==> config.mk <==
export PLATFORM = sky130hd
export DESIGN_NAME = cdb_arbiter
export DESIGN_NICKNAME = d
export VERILOG_FILES = /design/src/rtl/cdb_pkg.sv /design/src/rtl/cdb_arbiter_rr_picker.sv /design/src/rtl/cdb_arbiter.sv
export SDC_FILE = /design/constraint.sdc
export NUM_CORES = 1
export LEC_CHECK = 0
export ABC_AREA = 1
export CAP_MARGIN = 15
export CORE_MARGIN = 2
export CORE_UTILIZATION = 37
export CTS_CLUSTER_DIAMETER = 50
export CTS_CLUSTER_SIZE = 8
export DETAILED_ROUTE_END_ITERATION = 10
export HOLD_SLACK_MARGIN = 0.06
export PLACE_DENSITY = 0.92
export SETUP_SLACK_MARGIN = 0.02
export SLEW_MARGIN = 15
export SYNTH_ARGS = -nofsm -noshare
export SYNTH_HDL_FRONTEND = slang
export SYNTH_SLANG_ARGS = --single-unit
==> constraint.sdc <==
create_clock -name clk -period 2.9 [get_ports clk]
set_input_delay 0.29 -clock clk [delete_from_list [all_inputs] [get_ports clk]]
set_output_delay 0.29 -clock clk [all_outputs]
set_load 0.005 [all_outputs]
==> src/rtl/cdb_pkg.sv <==
`default_nettype none
// +----------------------------------------------------------------------------+
// | cdb_pkg : shared types and constants for the common data bus (writeback)  |
// | Revision: 1.0                                                              |
// +----------------------------------------------------------------------------+
package cdb_pkg;

  localparam int CDB_TAG_W  = 5;
  localparam int CDB_DATA_W = 32;

  // All-ones tag marks "no instruction" on the bus and in requests.
  localparam logic [CDB_TAG_W-1:0] TAG_INVALID = '1;

  typedef struct packed {
    logic [CDB_TAG_W-1:0]  tag;
    logic [CDB_DATA_W-1:0] data;
    logic                  rd;
  } cdb_req_t;

  typedef struct packed {
    logic                  valid;
    logic [CDB_TAG_W-1:0]  tag;
    logic [CDB_DATA_W-1:0] data;
    logic                  rd;
  } cdb_bcast_t;

  localparam cdb_bcast_t BCAST_IDLE = '{valid: 1'b0, tag: TAG_INVALID, data: '0, rd: 1'b0};

endpackage
`default_nettype wire

==> src/rtl/cdb_arbiter_rr_picker.sv <==
`default_nettype none
// +----------------------------------------------------------------------------+
// | rr_picker : combinational round-robin pick of the first eligible index    |
// | Revision: 1.0                                                              |
// +----------------------------------------------------------------------------+
module rr_picker #(
  parameter int NUM_REQ = 4,
  parameter int PTR_W   = (NUM_REQ > 1) ? $clog2(NUM_REQ) : 1
) (
  input  logic [NUM_REQ-1:0] eligible,
  input  logic [PTR_W-1:0]   rr_ptr,
  output logic [NUM_REQ-1:0] grant,
  output logic [PTR_W-1:0]   grant_idx,
  output logic               grant_valid
);

  int idx;

  // Scan rr_ptr, rr_ptr+1, ... wrapping modulo NUM_REQ; first hit wins.
  always_comb begin
    grant       = '0;
    grant_idx   = '0;
    grant_valid = 1'b0;
    idx         = 0;
    for (int k = 0; k < NUM_REQ; k++) begin
      idx = int'(rr_ptr) + k;
      if (idx >= NUM_REQ) begin
        idx = idx - NUM_REQ;
      end
      if (!grant_valid && eligible[PTR_W'(idx)]) begin
        grant[PTR_W'(idx)] = 1'b1;
        grant_idx          = PTR_W'(idx);
        grant_valid        = 1'b1;
      end
    end
  end

endmodule
`default_nettype wire

==> src/rtl/cdb_arbiter.sv <==
`default_nettype none
// +----------------------------------------------------------------------------+
// | cdb_arbiter : round-robin arbiter for the single writeback (CDB) bus       |
// | Optional contention counter enabled by CDB_STALL_CNT_EN. Revision: 1.0     |
// +----------------------------------------------------------------------------+
module cdb_arbiter
  import cdb_pkg::*;
#(
  parameter int NUM_REQ = 4,
  parameter int DATA_W  = CDB_DATA_W,
  parameter int TAG_W   = CDB_TAG_W
) (
  input  logic                           clk,
  input  logic                           rst,
  input  logic                           flush,
  input  logic [NUM_REQ-1:0]             req_valid,
  input  logic [NUM_REQ-1:0][TAG_W-1:0]  req_tag,
  input  logic [NUM_REQ-1:0][DATA_W-1:0] req_data,
  input  logic [NUM_REQ-1:0]             req_rd,
  output logic [NUM_REQ-1:0]             req_ready,
  output logic                           wb_valid,
  output logic [TAG_W-1:0]               wb_tag,
  output logic [DATA_W-1:0]              wb_data,
  output logic                           wb_rd,
  output logic [31:0]                    stall_cnt
);

  localparam int PTR_W = (NUM_REQ > 1) ? $clog2(NUM_REQ) : 1;

  logic [NUM_REQ-1:0] eligible;
  logic [NUM_REQ-1:0] drop;
  logic [NUM_REQ-1:0] grant;
  logic [PTR_W-1:0]   grant_idx;
  logic               grant_valid;
  logic               take;
  logic [PTR_W-1:0]   rr_ptr;
  logic [PTR_W-1:0]   rr_next;
  cdb_req_t           sel;
  cdb_bcast_t         bcast_q;

  // Invalid-tag requests are swallowed at once and never compete.
  for (genvar i = 0; i < NUM_REQ; i++) begin : g_req
    assign eligible[i] = req_valid[i] && (req_tag[i] != TAG_INVALID);
    assign drop[i]     = req_valid[i] && (req_tag[i] == TAG_INVALID);
  end

  rr_picker #(
    .NUM_REQ (NUM_REQ),
    .PTR_W   (PTR_W)
  ) u_picker (
    .eligible    (eligible),
    .rr_ptr      (rr_ptr),
    .grant       (grant),
    .grant_idx   (grant_idx),
    .grant_valid (grant_valid)
  );

  assign take      = grant_valid && !flush;
  assign req_ready = drop | (flush ? '0 : grant);

  assign sel.tag  = req_tag[grant_idx];
  assign sel.data = req_data[grant_idx];
  assign sel.rd   = req_rd[grant_idx];

  assign rr_next = (grant_idx == PTR_W'(NUM_REQ - 1)) ? '0 : grant_idx + PTR_W'(1);

  always_ff @(posedge clk or posedge rst) begin
    if (rst) begin
      bcast_q <= BCAST_IDLE;
      rr_ptr  <= '0;
    end else if (take) begin
      bcast_q <= '{valid: 1'b1, tag: sel.tag, data: sel.data, rd: sel.rd};
      rr_ptr  <= rr_next;
    end else begin
      bcast_q <= BCAST_IDLE;
    end
  end

  assign wb_valid = bcast_q.valid;
  assign wb_tag   = bcast_q.tag;
  assign wb_data  = bcast_q.data;
  assign wb_rd    = bcast_q.rd;

`ifdef CDB_STALL_CNT_EN
  logic        contended;
  logic [31:0] stall_q;

  // Two or more eligible bits set means at least one unit was denied.
  assign contended = |(eligible & (eligible - NUM_REQ'(1)));

  always_ff @(posedge clk or posedge rst) begin
    if (rst) begin
      stall_q <= '0;
    end else if (!flush && contended && (stall_q != '1)) begin
      stall_q <= stall_q + 32'd1;
    end
  end

  assign stall_cnt = stall_q;
`else
  assign stall_cnt = '0;
`endif

endmodule
`default_nettype wire

==> results.sh <==
export IMPL_synthTopCellsByArea="nand2_1, dfrtp_1, nand3_1"
export IMPL_synth_area_leader_cell="nand2_1"
export IMPL_syn_area_per_cell_um2=6.141
export IMPL_p_leak_nw=2.837
export IMPL_cts_tree="built"
export IMPL_synth_edf_count=0
export IMPL_period_minus_slack_ns=2.779
export IMPL_die_x_um=101.9
export IMPL_clkTransAtPathRegs_ns=0.09
export IMPL_die_h_um=101.9
export IMPL_num_rows=35
export IMPL_drv_cap=0
export IMPL_clockPowerShare=0.063
export IMPL_drcViolationCount=0
export IMPL_cp_arrival_ns=2.49
export IMPL_clock_path_buffers=2
export IMPL_yosysWarnings=0
export IMPL_grt_pass1_vias=3963
export IMPL_ios=234
export IMPL_root_buffer="clkbuf_8"
export IMPL_die_area_um2=10390
export IMPL_place_ws_ns=0.06120
export IMPL_yosys_top_cells_count="nand2_1, nand3_1, buf_4, a21oi_1, dfrtp_1"
export IMPL_clock_sinks=41
export IMPL_avgRoutedWirePerCell_um=13.95
export IMPL_p_int_w=0.003045
export IMPL_ys_ff_latch=41
export IMPL_dp_hpwl_um=9218
export IMPL_end_kind="output port"
export IMPL_worstPathRequired_ns=2.61
export IMPL_period_share=0.9583
export IMPL_wl_um=12600
export IMPL_htreeDepth=2
export IMPL_portBuffers=201
export IMPL_syn_area_um2=3550
export IMPL_hold_worst_slack_ns=0.5024
export IMPL_finalPower_w=0.006591
export IMPL_start_kind="primary input"
export IMPL_final_util=0.6241
export IMPL_tightestPinTransition_ns=0.8858
export IMPL_start_util=0.3823
export IMPL_drt_iter0_drc=236
export IMPL_synth_most_common_cell="nand2_1"
export IMPL_async_reset_ff_frac=1.000
export IMPL_powerDensity_nw_per_um2=1138
export IMPL_antenna_found_initial=0
export IMPL_yosysSeqAreaShare=0.2908
export IMPL_p_switching_w=0.003546
export IMPL_nFillCells=850
export IMPL_vdd_ir_drop_max_mv=1.289
export IMPL_finalSetupViolCount=0
export IMPL_coreArea_um2=9284
export IMPL_final_nets=940
export IMPL_skew_ns=0.008591
export IMPL_cts_inserted_buffers=5
export IMPL_yosys_cell_types_count=27
export IMPL_synthFlopType="dfrtp_1"
export IMPL_status="complete, no violations"
export IMPL_grt_use_total=0.2219
export IMPL_final_hold_viol_count=0
export IMPL_p_sw_frac=0.5380
export IMPL_grt_overflow_total=0
export IMPL_area_delta_synth_final_pct=63.24
export IMPL_netlist_area_leader_share=0.2950
export IMPL_first_pass_iters=4
export IMPL_seqPwrFrac=0.132
export IMPL_viasPerCell=4.879
export IMPL_n_antenna_cell=0
export IMPL_cp_max_fo=8
export IMPL_globalplace_congestion=0.9477
export IMPL_path_class="primary input to output port"
export IMPL_vias=4406
export IMPL_pwr_share_comb=0.805
export IMPL_drive_above_1_share=0.08140
export IMPL_final_max_slew_viol_count=0
export IMPL_relSlewSlack=0.4086
export IMPL_detail_route_antenna_nets=0
export IMPL_synthCells=578
export IMPL_hold_class="primary input to asynchronous set/reset pin"
export IMPL_cts_hold_buf=0
export IMPL_timing_final_ws_setup_ns=0.1210
export IMPL_fmax_ghz=0.3598
export IMPL_grt_pass1_wl_um=18410
export IMPL_grt_start_max_net_pins=70
export IMPL_clock_latency_ns=0.30
[sequential cells by signal, indices dropped and copies added (netlist names)]
signal	count
wb_valid	1
wb_tag	5
wb_data	32
wb_rd	1
rr_ptr	2
[worst max-delay path, cell delays in order]
cell and delay, ns:
clkdlybuf4s50_1 0.48, nand2_1 0.08, nor2_2 0.12, nand2_1 0.09, nand3_1 0.11, nand3_2 0.10
nand2_4 0.15, inv_1 0.12, nand2_1 0.07, o21ai_0 0.07, a21oi_1 0.15, o21ai_0 0.12
nand2_1 0.07, nand2_1 0.05, clkdlybuf4s50_1 0.43
[power by group through the flow]
stage	Combinational (W)	Clock [W]	Sequential, W
2_1_floorplan	0.00352	0	0.000920
3_3_place_gp	0.00506	0	0.000869
3_5_place_dp	0.00513	0	0.000877
4_1_cts	0.00514	0.000417	0.000870
5_1_grt	0.00597	0.000439	0.000891
6_report	0.00531	0.000412	0.000871
[metal layers]
layer  vias to the layer above  global-route usage  share of wire
met5                         -                   0              0
met4                         0             0.05333          0.017
met3                        22             0.04241          0.078
met2                       208              0.4089           0.52
met1                      2002              0.2657           0.38
li1                       2174                   -              -
[worst paths after layout]
kind | cells after the start | start | to | slack, ns
hold / removal | 2 | rst | wb_data[20] | 0.50
setup / recovery | 15 | req_tag[3] | req_ready[1] | 0.12
setup reg to reg | 15 | rr_ptr[0] | wb_tag[3] | 0.50
hold reg to reg | 2 | rr_ptr[0] | rr_ptr[0] | 0.70
max in group asynchronous | 2 | rst | wb_data[11] | 1.83
min in group clk | 5 | req_data[65] | wb_data[1] | 0.63
[stage by stage]
step / std cells / area (um2) / setup TNS, ns
6_report: 903 / 5794 / 0
5_1_grt: 903 / 5794 / -0.09663
4_1_cts: 897 / 5677 / 0
3_5_place_dp: 889 / 5578 / 0
3_3_place_gp: 889 / 5578 / 0
2_1_floorplan: 609 / 3666 / 0
[cells in the final DEF (no fill, tap or decap), types with 2 or more instances in the layout]
cell and count:
inv_1 16, inv_2 4, clkdlybuf4s50_1 201, buf_4 19
nand3_2 5, ha_1 7, a21oi_1 36, dfstp_2 5
conb_1 32, nor2_2 4, nand3_1 92, buf_12 3
inv_4 2, nand4_1 2, o21ai_1 2, clkbuf_8 6
nand2_2 5, o21ai_0 7, dfrtp_1 36, nand2_1 275
[what timing repair did]
| action | CTS | global route |
|---|---|---|
| setup buffers | 0 | 6 |
| gates resized for setup | 3 | 17 |
| setup endpoints to repair | 4 | 4 |
| pin swaps | 0 | 2 |
[cell type report]
cell class	instances	area (um2)	share of cell area
repair buffers	224	2226	0.3841
multi-input cells	478	2187	0.3775
flip-flops and latches	41	1032	0.1781
well taps	129	161.4	0.02786
inverters	23	91.34	0.01576
clock buffers	6	82.58	0.01425
clock inverters	2	13.76	0.002375
[cells by family after synthesis]
logic type	synth area share
and+or+nand+nor	0.4596
buffers and inverters	0.1473
AOI/OAI and AO/OA	0.07296
DFF	0.2908
adders and majority gates	0.02820
other	0.001056
Note: power is estimated with default switching activity, not from simulation.
